==> src/rtl/pkt_ser_pkg.sv <==
// Shared types and constants for the packet bit serializer.
//   state_e       : framing FSM states
//   PREAMBLE_BYTE : byte repeated during the preamble field
//   SFD_BYTE      : start-of-frame delimiter
//   CRC8_POLY     : CRC-8 generator polynomial (x^8 + x^2 + x + 1)
package pkt_ser_pkg;

  typedef enum logic [2:0] {
    StIdle     = 3'd0,
    StPreamble = 3'd1,
    StSfd      = 3'd2,
    StPayload  = 3'd3,
    StCrc      = 3'd4,
    StFinish   = 3'd5
  } state_e;

  localparam logic [7:0] PREAMBLE_BYTE = 8'h55;
  localparam logic [7:0] SFD_BYTE      = 8'hD5;
  localparam logic [7:0] CRC8_POLY     = 8'h07;

endpackage

==> src/rtl/crc8_byte.sv <==
// Combinational CRC-8 update over one byte, MSB first.
// Polynomial CRC8_POLY, no reflection, no final XOR.
//   crc_i  : running CRC before this byte
//   data_i : byte being absorbed
//   crc_o  : running CRC after this byte
module crc8_byte
  import pkt_ser_pkg::*;
(
  input  logic [7:0] crc_i,
  input  logic [7:0] data_i,
  output logic [7:0] crc_o
);

  logic [7:0] acc;

  always_comb begin
    acc = crc_i ^ data_i;
    for (int i = 0; i < 8; i++) begin
      acc = acc[7] ? ((acc << 1) ^ CRC8_POLY) : (acc << 1);
    end
    crc_o = acc;
  end

endmodule

==> src/rtl/pkt_bit_serializer.sv <==
// Packet bit serializer: on a rising edge of fifo_full (while idle) emits
// PREAMBLE_BYTES x 0x55, 0xD5, then pkt_len payload bytes popped from the fifo,
// MSB first, each bit lasting CLKS_PER_BIT clocks with no gaps.
// Optional build macro CRC8_EN appends a CRC-8 byte over the payload.
//   clk, reset_n : clock, asynchronous active-low reset
//   fifo_full    : rising edge starts a packet
//   pkt_len      : payload byte count, latched at start
//   fifo_rd_en   : one-cycle pop request; fifo_data valid the next cycle
//   fifo_data    : fifo read data
//   abort        : synchronous abort, returns to idle without tx_done
//   tx_bit       : serial data
//   tx_bit_stb   : first cycle of each bit period
//   tx_active    : packet bits are being transmitted
//   tx_done      : one-cycle pulse after the last bit of a normal packet
module pkt_bit_serializer
  import pkt_ser_pkg::*;
#(
  parameter int unsigned CLKS_PER_BIT   = 4,
  parameter int unsigned PREAMBLE_BYTES = 2,
  parameter int unsigned DATA_W         = 8
) (
  input  logic              clk,
  input  logic              reset_n,
  input  logic              fifo_full,
  input  logic [7:0]        pkt_len,
  output logic              fifo_rd_en,
  input  logic [DATA_W-1:0] fifo_data,
  input  logic              abort,
  output logic              tx_bit,
  output logic              tx_bit_stb,
  output logic              tx_active,
  output logic              tx_done
);

  localparam logic [7:0] ClkLast = 8'(CLKS_PER_BIT - 1);
  localparam logic [7:0] PreLast = 8'(PREAMBLE_BYTES - 1);

  state_e            state_q, state_d;
  logic              fifo_full_q;
  logic [7:0]        len_q, len_d;
  logic [7:0]        clk_cnt_q, clk_cnt_d;
  logic [2:0]        bit_cnt_q, bit_cnt_d;
  logic [7:0]        byte_cnt_q, byte_cnt_d;
  logic [DATA_W-1:0] shift_q, shift_d;
  logic [DATA_W-1:0] next_q, next_d;
  logic              rd_pend_q;

  logic              start;
  logic              in_bits;
  logic              bit_end;
  logic              byte_end;
  logic              pop_slot;
  logic [DATA_W-1:0] load_byte;
  state_e            tail_state;
  logic [DATA_W-1:0] tail_byte;

`ifdef CRC8_EN
  logic [7:0] crc_q, crc_d, crc_nxt;

  crc8_byte u_crc8_byte (
    .crc_i  (crc_q),
    .data_i (load_byte),
    .crc_o  (crc_nxt)
  );

  assign tail_state = StCrc;
  assign tail_byte  = crc_q;
`else
  assign tail_state = StFinish;
  assign tail_byte  = '0;
`endif

  // Abort takes priority over a coincident start.
  assign start    = fifo_full && !fifo_full_q && !abort;
  assign in_bits  = (state_q == StPreamble) || (state_q == StSfd) ||
                    (state_q == StPayload)  || (state_q == StCrc);
  assign bit_end  = (clk_cnt_q == ClkLast);
  assign byte_end = bit_end && (bit_cnt_q == 3'd7);

  // When CLKS_PER_BIT is 2 the popped byte arrives in the same cycle it must
  // be loaded, so bypass the next-byte register.
  assign load_byte = rd_pend_q ? fifo_data : next_q;
  assign next_d    = load_byte;

  // Prefetch during the LSB period of the SFD and of every payload byte
  // except the last one.
  assign pop_slot = ((state_q == StSfd) && (len_q != 8'd0)) ||
                    ((state_q == StPayload) && (byte_cnt_q > 8'd1));

  always_comb begin
    state_d    = state_q;
    len_d      = len_q;
    clk_cnt_d  = clk_cnt_q;
    bit_cnt_d  = bit_cnt_q;
    byte_cnt_d = byte_cnt_q;
    shift_d    = shift_q;
`ifdef CRC8_EN
    crc_d      = crc_q;
`endif

    // Bit timer and shifter run in every bit-emitting state.
    if (in_bits) begin
      if (bit_end) begin
        clk_cnt_d = '0;
        bit_cnt_d = bit_cnt_q + 3'd1;
        shift_d   = {shift_q[DATA_W-2:0], 1'b0};
      end else begin
        clk_cnt_d = clk_cnt_q + 8'd1;
      end
    end

    case (state_q)
      StIdle: begin
        if (start) begin
          state_d    = StPreamble;
          len_d      = pkt_len;
          clk_cnt_d  = '0;
          bit_cnt_d  = '0;
          byte_cnt_d = '0;
          shift_d    = PREAMBLE_BYTE;
`ifdef CRC8_EN
          crc_d      = '0;
`endif
        end
      end
      StPreamble: begin
        if (byte_end) begin
          if (byte_cnt_q == PreLast) begin
            state_d = StSfd;
            shift_d = SFD_BYTE;
          end else begin
            byte_cnt_d = byte_cnt_q + 8'd1;
            shift_d    = PREAMBLE_BYTE;
          end
        end
      end
      StSfd: begin
        if (byte_end) begin
          if (len_q == 8'd0) begin
            state_d = tail_state;
            shift_d = tail_byte;
          end else begin
            state_d    = StPayload;
            byte_cnt_d = len_q;
            shift_d    = load_byte;
`ifdef CRC8_EN
            crc_d      = crc_nxt;
`endif
          end
        end
      end
      StPayload: begin
        if (byte_end) begin
          if (byte_cnt_q == 8'd1) begin
            state_d = tail_state;
            shift_d = tail_byte;
          end else begin
            byte_cnt_d = byte_cnt_q - 8'd1;
            shift_d    = load_byte;
`ifdef CRC8_EN
            crc_d      = crc_nxt;
`endif
          end
        end
      end
`ifdef CRC8_EN
      StCrc: begin
        if (byte_end) begin
          state_d = StFinish;
          shift_d = '0;
        end
      end
`endif
      StFinish: state_d = StIdle;
      default:  state_d = StIdle;
    endcase

    if (abort && (state_q != StIdle)) begin
      state_d = StIdle;
    end
  end

  always_ff @(posedge clk or negedge reset_n) begin
    if (!reset_n) begin
      state_q     <= StIdle;
      fifo_full_q <= 1'b0;
      len_q       <= '0;
      clk_cnt_q   <= '0;
      bit_cnt_q   <= '0;
      byte_cnt_q  <= '0;
      shift_q     <= '0;
      next_q      <= '0;
      rd_pend_q   <= 1'b0;
`ifdef CRC8_EN
      crc_q       <= '0;
`endif
    end else begin
      state_q     <= state_d;
      fifo_full_q <= fifo_full;
      len_q       <= len_d;
      clk_cnt_q   <= clk_cnt_d;
      bit_cnt_q   <= bit_cnt_d;
      byte_cnt_q  <= byte_cnt_d;
      shift_q     <= shift_d;
      next_q      <= next_d;
      rd_pend_q   <= fifo_rd_en;
`ifdef CRC8_EN
      crc_q       <= crc_d;
`endif
    end
  end

  // Outputs decode registered state only, so reset clears them at once.
  assign tx_active  = in_bits;
  assign tx_bit     = in_bits && shift_q[DATA_W-1];
  assign tx_bit_stb = in_bits && (clk_cnt_q == 8'd0);
  assign tx_done    = (state_q == StFinish);
  assign fifo_rd_en = pop_slot && (bit_cnt_q == 3'd7) && (clk_cnt_q == 8'd0);

endmodule
==> config.mk <==
export PLATFORM = sky130hd
export DESIGN_NAME = pkt_bit_serializer
export DESIGN_NICKNAME = d
export VERILOG_FILES = /design/src/rtl/pkt_ser_pkg.sv /design/src/rtl/crc8_byte.sv /design/src/rtl/pkt_bit_serializer.sv
export SDC_FILE = /design/constraint.sdc
export NUM_CORES = 1
export LEC_CHECK = 0
export BUFFER_PORTS_ARGS = -buffer_cell sky130_fd_sc_hd__buf_2
export CAP_MARGIN = 40
export CORE_MARGIN = 3
export CORE_UTILIZATION = 59
export DETAILED_ROUTE_END_ITERATION = 16
export PLACE_DENSITY = 0.79
export SETUP_SLACK_MARGIN = 0.05
export SYNTH_ARGS = -nofsm -noshare
export SYNTH_HDL_FRONTEND = slang
export SYNTH_SLANG_ARGS = --single-unit
==> constraint.sdc <==
create_clock -name clk -period 2.6 [get_ports clk]
set_input_delay 0.26 -clock clk [delete_from_list [all_inputs] [get_ports clk]]
set_output_delay 0.26 -clock clk [all_outputs]
set_load 0.1 [all_outputs]
==> results of run 1 <==
-- what timing repair did --
action	4_1_cts	5_1_grt
setup buffers	0	0
gates resized for setup	0	1
setup endpoints to repair	0	1
endpoints found under the hold margin	24	0
hold buffers	1	0
-- stage by stage --
stage	hold slack, ps	total power, W	util (%)	TNS (ps)
3_3_place_gp	290.1	0.001499	68.48	0
6_report	75.49	0.002008	70.92	0
2_1_floorplan	-35.59	0.001363	-	-117.8
3_5_place_dp	291.3	0.001523	68.48	0
5_1_grt	72.73	0.002115	70.92	0
4_1_cts	72.93	0.002007	70.86	0
-- final timing paths --
check                             start  cells after the start             to
setup / recovery             state_q[0]                      4     fifo_rd_en
hold / removal                fifo_full                      1    fifo_full_q
setup reg to reg           clk_cnt_q[2]                      5  byte_cnt_q[7]
hold reg to reg               next_q[2]                      1      next_q[2]
max in group asynchronous       reset_n                      3       len_q[5]
min in group asynchronous       reset_n                      2   clk_cnt_q[0]
-- where the power goes --
group	internal [W]	switching, W	leakage, nW	total, W
Sequential	0.000873	0.000117	0.631	0.000990
Combinational	0.000212	0.000316	0.776	0.000529
Clock	0.000218	0.000272	0.0516	0.000490
Total	0.00130	0.000705	1.46	0.00201
-- registers in the layout (all words and copies together) (netlist names) --
register,flops
bit_cnt_q,3
shift_q,8
len_q,8
byte_cnt_q,8
next_q,8
rd_pend_q,1
fifo_full_q,1
state_q,3
clk_cnt_q,8
-- cells in the final DEF (no fill, tap or decap), types with 3 or more instances in the layout --
cell type and n:
nor3_1 13, nor3b_1 3, nand2_1 48, buf_4 10
inv_1 5, o21ai_0 15, nor2_1 17, a21oi_1 17
ha_1 7, o21ai_1 5, nor4_1 6, a32oi_1 5
o21a_1 4, nand2b_1 5, dfrtp_1 48, mux2i_1 9
or2_2 3, clkbuf_8 6, nand3_1 4, and3_1 7
xor2_1 5, xnor2_1 7, and2_1 3, mux2_2 8
buf_2 22
-- final cells by class --
class,count,area (sq um),share of cell area (%)
Clock buffer,6,82.58,2.603
Clock inverter,2,13.76,0.4338
Inverter,6,22.52,0.7098
Multi-Input combinational cell,235,1565,49.33
Sequential cell,48,1201,37.85
Tap cell,52,65.06,2.050
Timing Repair Buffer,35,222.7,7.019
-- routing by layer --
metal / track usage, % / wire (microns) / vias up
li1: - / - / 1147
met1: 36.32 / 2958 / 1146
met2: 39.17 / 3043 / 108
met3: 4.539 / 511 / 12
met4: 9.684 / 98 / 0
met5: 0 / 0 / -
-- kinds of logic (layout without fill, tap and decap cells) --
kind of cell | count (synthesis) | in the layout | share of synthesized area (%)
buffers and inverters | 23 | 49 | 3.111
adder cells (fa/ha/maj) | 7 | 7 | 3.111
multiplexers | 17 | 17 | 6.400
AND/OR/NAND/NOR | 134 | 134 | 25.42
flip-flops | 48 | 48 | 42.67
XOR/XNOR | 12 | 12 | 3.733
AO/OA/AOI/OAI | 65 | 65 | 15.56
-- critical path, cell delays in order, from the launching register on --
cell and delay, ps:
dfrtp_1 620, clkinv_1 380, and3_1 320, nor4_4 370
buf_12 220
==> metrics.md, run 1 <==
| Metric | Value |
|---|---|
| Tcrit/Tclk final | `95.50%` |
| Maximum clock path buffer count | `2` |
| Max_cap viols | `0` |
| Synthesized Nets | `333` |
| IO Pins | `25` |
| Startpoint types | `flop` |
| Unique masters post-synth | `56` |
| Worst Hold Class | `input pin to flop` |
| Post-Syn Area | `between 2000 and 3000 sq um` |
| Routed vias | `2413` |
| FF+latch count, synth | `48` |
| DP Worst Slack | `376.4 ps` |
| Status | `finished clean` |
| Largest net degree at the start of global routing | `26` |
| RSZ-0062 raised after global routing | `false` |
| Final hold vios | `0` |
| Share of cells above drive strength 1 | `20.18%` |
| Global route overflow | `0` |
| Fin crit period | `2483 ps` |
| Clock slew at reported path FFs | `about 100 ps` |
| GRT Total Usage | `25.64%` |
| H-tree depth | `2` |
| R2r setup slk | `between 300 and 400 ps` |
| Initial antenna violation count | `0` |
| Area Overhead vs Synth | `12.71%` |
| Max Slew Vio Count | `0` |
| Die Width | `75.08 microns` |
| Core ar. | `4474 sq um` |
| Final wirelength | `roughly 6600 microns` |
| Synth top area cells | `dfrtp_1 (43%), nand2_1 (6.4%), mux2i_1 (3.2%)` |
| Kind of critical path | `flop to output port` |
| DR vias/cell | `6.284` |
| Worst vdd ir | `463.0 uV` |
| Die Height | `75.08 microns` |
| Post-route cell area | `3173 sq um` |
| Routed WL per cell | `17.22 microns` |
| CTS sink cnt | `48` |
| Num CTS Buffers | `5` |
| Placed Cells | `375` |
| Most frequent cells after synthesis | `dfrtp_1 (48), nand2_1 (48), nor2_1 (18)` |
| Top cell type's share of synthesized area | `42.67%` |
| Worst Path Required | `2340 ps` |
| FFs w/ async S/R, synth | `100.0%` |
| Detailed-route DRC error count | `0` |
| Worst slew pin tran | `about 620 ps` |
| Vias in the first global route | `between 2000 and 2500` |
| Relative slew slack | `between 50% and 60%` |
| DRT antenna net count | `0` |
| Placed Area | `3064 sq um` |
| CP Max Fanout | `13` |
| Diode count | `0` |
| Top FF cell, synth | `dfrtp_1` |
| Final setup vio count | `0` |
| CTS tree | `built` |
| Number of enable flip-flop cells after synthesis | `0` |
| Setup slack after layout | `116.9 ps` |
| Syn_area_per_cell | `9.200 sq um` |
| CTS root buf | `clkbuf_8` |
| Placed wire-length estimate | `4660 microns` |
| Later-pin clock latency in the skew report | `slightly above 300 ps` |
| CP endpoint kind | `output port` |
| First-pass GRT wire length | `around 11000 microns` |
| # fillers | `between 300 and 400` |
| Seq/Total Area, Yosys | `42.67%` |
| Largest area contributor in the netlist | `dfrtp_1` |
| Synth Warn # | `0` |
| Worst path arrival time | `roughly 2200 ps` |
| Post-Synthesis Cells | `306` |
| # port buffers | `24` |
| Power Dens Cells | `632.9 nW/um^2` |
| Final Skew | `9.315 ps` |
| Max Freq | `around 400 MHz` |
| Pre-Repair DR Iteration Count | `5` |
| # rows | `24` |
| Starting DRT DRC Count | `237` |
| Leakage | `1.459 nW` |
| Non-Filler Instances | `approximately 380` |
| Initial core utilization | `62.92%` |
| Die ar. | `5636 sq um` |
| Placer congestion estimate | `~0.94` |
| Nets | `358` |
(Power assumes the default switching activity.)
==> inputs of run 2 (changes only) <==
- CORE_UTILIZATION: 59 -> 64
- PLACE_DENSITY: 0.79 -> 0.85
- clock period: 2.6 -> 3.1 ns (I/O delays scaled with it)
==> metrics.md, run 2 (same netlist as run 1, synthesis figures left out) <==
| Metric | Value |
|---|---|
| GRT Total Usage | `27.39% (+1.7 points)` |
| # rows | `23 (-4.2%)` |
| Worst Hold Class | `input pin to flop` |
| Switching pwr | `0.0005731 W (-19%)` |
| RR Startpoint | `byte_cnt_q[2]` |
| Min Hold Slack | `138.1 ps (+62.58 ps)` |
| Post-CTS sizing | `0 (unchanged)` |
| # fillers | `288 (-18%)` |
| Core ar. | `4115 sq um (-8.0%)` |
| DRT antenna net count | `0 (unchanged)` |
| H-tree depth | `2 (unchanged)` |
| Num CTS Buffers | `5 (unchanged)` |
| Detailed-route DRC error count | `0 (unchanged)` |
| Leakage | `1.475 nW (+1.1%)` |
| Fin Setup TNS | `0 ps (unchanged)` |
| Final hold vios | `0 (unchanged)` |
| Tcrit/Tclk final | `90.18%` |
| Die ar. | `5231 sq um (-7.2%)` |
| Max Slew Vio Count | `0 (unchanged)` |
| Sw Share | `30.48% (-4.6 points)` |
| Reg2reg path depth | `5 (unchanged)` |
| CP startpoint | `clk_cnt_q[2]` |
| CP Max Fanout | `6 (-7)` |
| Routed WL per cell | `17.31 microns (+0.53%)` |
| R2r setup slk | `700 ps (+340 ps)` |
| Initial core utilization | `68.41% (+5.5 points)` |
| Later-pin clock latency in the skew report | `310 ps (about the same)` |
| Sequential power share | `44.1% (-5.2 points)` |
| Routed vias | `2421 (+0.33%)` |
| Gate power share | `23.5% (-2.8 points)` |
| FF-to-FF End | `byte_cnt_q[6]` |
| Most frequent cells in the layout | `nand2_1 (48), dfrtp_1 (48), buf_2 (24)` |
| Setup bufs post-CTS | `0 (unchanged)` |
| # port buffers | `24 (unchanged)` |
| CTS sink cnt | `48 (unchanged)` |
| Clock slew at reported path FFs | `80 ps (-20 ps)` |
| Final Skew | `9.145 ps (-0.1696 ps)` |
| Fin crit period | `2796 ps` |
| CP Capture Point | `fifo_rd_en` |
| Nets | `356 (-0.56%)` |
| Largest net degree at the start of global routing | `28 (+7.7%)` |
| Clk pwr share | `32.4% (+8.0 points)` |
| Area Overhead vs Synth | `13.73%` |
| Kind of critical path | `flop to output port` |
| Maximum clock path buffer count | `2 (unchanged)` |
| Max Freq | `357.7 MHz` |
| Die Height | `72.33 microns (-3.7%)` |
| Placer congestion estimate | `0.9270 (-0.86%)` |
| RSZ-0062 raised after global routing | `false` |
| Worst Path Required | `2790 ps (+450 ps)` |
| Final wirelength | `6578 microns (-0.51%)` |
| Relative slew slack | `48.20% (-10 points)` |
| Worst vdd ir | `619.3 uV (+34%)` |
| Startpoint types | `flop` |
| Share of cells above drive strength 1 | `19.70% (-0.48 points)` |
| Internal | `0.001307 W (+0.28%)` |
| Starting DRT DRC Count | `411 (+73%)` |
| IO Pins | `25 (unchanged)` |
| CP endpoint kind | `output port` |
| Placed wire-length estimate | `4655 microns (-0.11%)` |
| Max_cap viols | `0 (unchanged)` |
| Status | `finished clean` |
| Die Width | `72.33 microns (-3.7%)` |
| Worst path arrival time | `2490 ps (+270 ps)` |
| DR vias/cell | `6.371 (+1.4%)` |
| Hold_buf cts | `1 (unchanged)` |
| Global route overflow | `0 (unchanged)` |
| CTS root buf | `clkbuf_8` |
| Initial antenna violation count | `0 (unchanged)` |
| Diode count | `0 (unchanged)` |
| Final setup vio count | `0 (unchanged)` |
| Vias in the first global route | `2356 (+1.7%)` |
| Pre-Repair DR Iteration Count | `5 (unchanged)` |
| First-pass GRT wire length | `11140 microns (+1.9%)` |
| CTS tree | `built` |
| Worst slew pin tran | `769.8 ps (+148.4 ps)` |
| Power Dens Cells | `587.1 nW/um^2 (-7.2%)` |
## run 2: cell count changes in the layout (fill, tap and decap cells not counted), sizes merged
cell / before / now
buf: 33 / 32
inv: 6 / 5
clkbuf: 7 / 5
clkinv: 2 / 1
bufinv: 0 / 3
## run 2: worst min-delay path by stage
| stage | from | endpoint | slack, ps | cells after the start |
|---|---|---|---|---|
| floorplan | reset_n | bit_cnt_q[0] | 10 | 0 |
| global placement | fifo_full | fifo_full_q | 440 | 1 |
| detailed placement | reset_n | byte_cnt_q[3] | 310 | 1 |
| CTS | fifo_full | fifo_full_q | 130 | 1 |
| global route | fifo_full | fifo_full_q | 130 | 1 |
| finish | fifo_full | fifo_full_q | 140 | 1 |
## run 2: worst max-delay path: stages, from the launching register on
cell	delay, ps
dfrtp_1	450
or4_4	590
nor3_2	200
nand2_1	180
nor4_4	290
buf_2	470
## run 2: power by group through the flow
stage               Sequential (W)  Combinational (W)  Clock [W]
floorplan                 0.000805           0.000333          0
global route              0.000848           0.000490   0.000650
finish                    0.000829           0.000442   0.000609
CTS                       0.000829           0.000441   0.000622
global placement          0.000832           0.000417          0
detailed placement        0.000841           0.000434          0
## run 2: layout make-up
| cell class | count | area [sq um] | share of cell area (%) |
|---|---|---|---|
| multi-input combinational | 235 | 1554 | 48.53 |
| sequential | 48 | 1201 | 37.51 |
| timing repair buffer | 33 | 202.7 | 6.331 |
| clock inverter | 3 | 90.09 | 2.814 |
| clock buffer | 5 | 68.82 | 2.149 |
| tap | 50 | 62.56 | 1.954 |
| inverter | 6 | 22.52 | 0.7034 |
## run 2: layer usage
layer	GRT usage [%]	vias to the layer above	routed length, microns
li1	-	1141	-
met3	5.125	17	432
met1	38.57	1164	2944
met2	41.05	99	3034
met5	0	-	0
met4	12.53	0	167
## run 2: per-stage QoR
| step | area, sq um | util, % | setup slack (ps) | instances | total power [W] |
|---|---|---|---|---|---|
| finish | 3202 | 77.80 | 304.5 | 380 | 0.001880 |
| global route | 3202 | 77.80 | 179.2 | 380 | 0.001988 |
| CTS | 3202 | 77.80 | 284.3 | 380 | 0.001892 |
| detailed placement | 3033 | 73.70 | 621.9 | 371 | 0.001274 |
| global placement | 3013 | 73.21 | 688.4 | 370 | 0.001249 |
| floorplan | 2843 | - | 175.0 | 306 | 0.001138 |
==> inputs of run 3 (changes only) <==
==> constraint.sdc (replaced) <==
create_clock -name clk -period 3.3 [get_ports clk]
set_input_delay 0.33 -clock clk [delete_from_list [all_inputs] [get_ports clk]]
set_output_delay 0.33 -clock clk [all_outputs]
set_load 0.05 [all_outputs]
==> metrics.md, run 3 (same netlist as run 1, synthesis figures left out) <==
| Metric | Value |
|---|---|
| Worst Hold Path EP | `fifo_full_q` |
| Clock slew at reported path FFs | `90 ps (about the same)` |
| Placed Area | `3005 sq um (-0.91%)` |
| CTS tree | `built` |
| Sw Share | `31.31% (+0.83 points)` |
| Startpoint types | `flop` |
| Vias in the first global route | `2321 (-1.5%)` |
| Hold_buf cts | `1 (unchanged)` |
| Initial core utilization | `68.41% (unchanged)` |
| Power Dens Cells | `534.6 nW/um^2 (-8.9%)` |
| IO Pins | `25 (unchanged)` |
| CTS root buf | `clkbuf_8` |
| Final wirelength | `6617 microns (+0.59%)` |
| Starting DRT DRC Count | `207 (-50%)` |
| R2r setup slk | `920 ps (+220 ps)` |
| Critical Path Max Stage Delay | `580 ps (about the same)` |
| WHS Path Cells | `1 (unchanged)` |
| Worst Path Required | `2970 ps (+180 ps)` |
| # rows | `23 (unchanged)` |
| DRT antenna net count | `0 (unchanged)` |
| # fillers | `290 (+0.69%)` |
| Diode count | `0 (unchanged)` |
| Worst Hold Class | `input pin to flop` |
| Detailed-route DRC error count | `0 (unchanged)` |
| Fin crit period | `2773 ps` |
| GRT Total Usage | `27.32% (-0.067 points)` |
| Switching pwr | `0.0005279 W (-7.9%)` |
| Initial antenna violation count | `0 (unchanged)` |
| Critical-path top delay cell | `or4_4` |
| Max Slew Vio Count | `0 (unchanged)` |
| Non-Filler Instances | `380 (unchanged)` |
| DR vias/cell | `6.305 (-1.0%)` |
| Max_cap viols | `0 (unchanged)` |
| Post-route cell area | `3153 sq um (-1.5%)` |
| Largest net degree at the start of global routing | `31 (+11%)` |
| Placed wire-length estimate | `4574 microns (-1.7%)` |
| Leakage | `1.462 nW (-0.83%)` |
| Worst slew pin tran | `739.5 ps (-30.34 ps)` |
| Core ar. | `4115 sq um (unchanged)` |
| Fin Setup TNS | `0 ps (unchanged)` |
| # port buffers | `24 (unchanged)` |
| Placer congestion estimate | `0.9245 (-0.27%)` |
| Global route overflow | `0 (unchanged)` |
| Die ar. | `5231 sq um (unchanged)` |
| Worst vdd ir | `392.9 uV (-37%)` |
| Routed WL per cell | `17.41 microns (+0.59%)` |
| Clk pwr share | `30.3% (-2.1 points)` |
| Max Freq | `360.6 MHz` |
| CTS sink cnt | `48 (unchanged)` |
| Die Width | `72.33 microns (unchanged)` |
| RSZ-0062 raised after global routing | `false` |
| Maximum clock path buffer count | `2 (unchanged)` |
| Nets | `356 (unchanged)` |
| H-tree depth | `2 (unchanged)` |
| Relative slew slack | `50.25% (+2.0 points)` |
| Routed vias | `2396 (-1.0%)` |
| CP Max Fanout | `6 (unchanged)` |
| Worst path arrival time | `2440 ps (-50 ps)` |
| GR Util met1 | `37.73% (-0.85 points)` |
| Internal | `0.001158 W (-11%)` |
| Pre-Repair DR Iteration Count | `4 (-1)` |
| CP endpoint kind | `output port` |
| Most frequent cells in the layout | `nand2_1 (48), dfrtp_1 (48), buf_2 (24)` |
| GR Util met2 | `42.87% (+1.8 points)` |
| CP startpoint | `clk_cnt_q[2]` |
| Crit path cell chain | `or4_4 > nor3_2 > nand2_1 > nor4_1 > buf_2` |
| GRT met3 Usage | `5.679% (+0.55 points)` |
| Die Height | `72.33 microns (unchanged)` |
| Placed Cells | `371 (unchanged)` |
| Num CTS Buffers | `5 (unchanged)` |
| Grt peak-use layer | `met2` |
| First-pass GRT wire length | `11120 microns (-0.25%)` |
| Reg2reg path depth | `6 (+1)` |
| Status | `finished clean` |
| Setup bufs post-CTS | `0 (unchanged)` |
| Share of cells above drive strength 1 | `18.48% (-1.2 points)` |
| Gate power share | `23.5% (about the same)` |
| FF-to-FF End | `byte_cnt_q[5]` |
| Beginning of the worst hold path | `fifo_full` |
| Post-CTS sizing | `0 (unchanged)` |
| RR Startpoint | `state_q[1]` |
| Later-pin clock latency in the skew report | `300 ps (about the same)` |
| Sequential power share | `46.3% (+2.2 points)` |
| Area Overhead vs Synth | `12.00%` |
| Tcrit/Tclk final | `84.04%` |
| Kind of critical path | `flop to output port` |
| Final Skew | `5.738 ps (-3.408 ps)` |
| Final setup vio count | `0 (unchanged)` |
| Final hold vios | `0 (unchanged)` |
==> run 3: how the worst max path moves through the flow <==
stage	to	slack (ps)	cells past startpoint
3_3_place_gp	fifo_rd_en	940	5
2_1_floorplan	fifo_rd_en	130	4
4_1_cts	fifo_rd_en	550	5
3_5_place_dp	fifo_rd_en	860	5
6_report	fifo_rd_en	530	5
5_1_grt	fifo_rd_en	400	5
==> run 3: power by group through the flow <==
stage	logic (W)	registers [W]	clock network, W
after detailed placement	0.000386	0.000786	0
after CTS	0.000393	0.000776	0.000515
after global placement	0.000368	0.000781	0
after global routing	0.000439	0.000791	0.000545
after floorplan	0.000284	0.000756	0
final	0.000396	0.000780	0.000510
==> run 3: critical path: cells and delay by family, from the launching register on <==
| kind | cells | cell delay (ps) |
|---|---|---|
| simple gates | 4 | 1340 |
| flops | 1 | 440 |
| buf+inv | 1 | 350 |
==> run 3: metal layers <==
layer	routed length (microns)	vias up	share of wire [%]
met4	159	0	2.4
met3	565	19	8.5
met2	3031	113	46
met5	0	-	0
met1	2862	1122	43
li1	-	1142	-
==> run 3: area by class of cell <==
class | count | area, sq um | area share, %
Clock inverter | 3 | 68.82 | 2.183
Inverter | 6 | 22.52 | 0.7143
Timing Repair Buffer | 33 | 202.7 | 6.429
Clock buffer | 5 | 68.82 | 2.183
Sequential cell | 48 | 1201 | 38.10
Tap cell | 50 | 62.56 | 1.984
Multi-Input combinational cell | 235 | 1526 | 48.41
==> run 3: stage by stage <==
step / total power [W] / setup WS (ps) / hold WS (ps) / util (%)
finish: 0.001686 / 526.5 / 176.2 / 76.62
global route: 0.001774 / 399.2 / 172.5 / 76.62
CTS: 0.001684 / 546.8 / 171.5 / 76.62
detailed placement: 0.001172 / 857.4 / 306.3 / 73.03
global placement: 0.001149 / 944.6 / 475.0 / 72.54
floorplan: 0.001040 / 127.0 / 34.41 / -
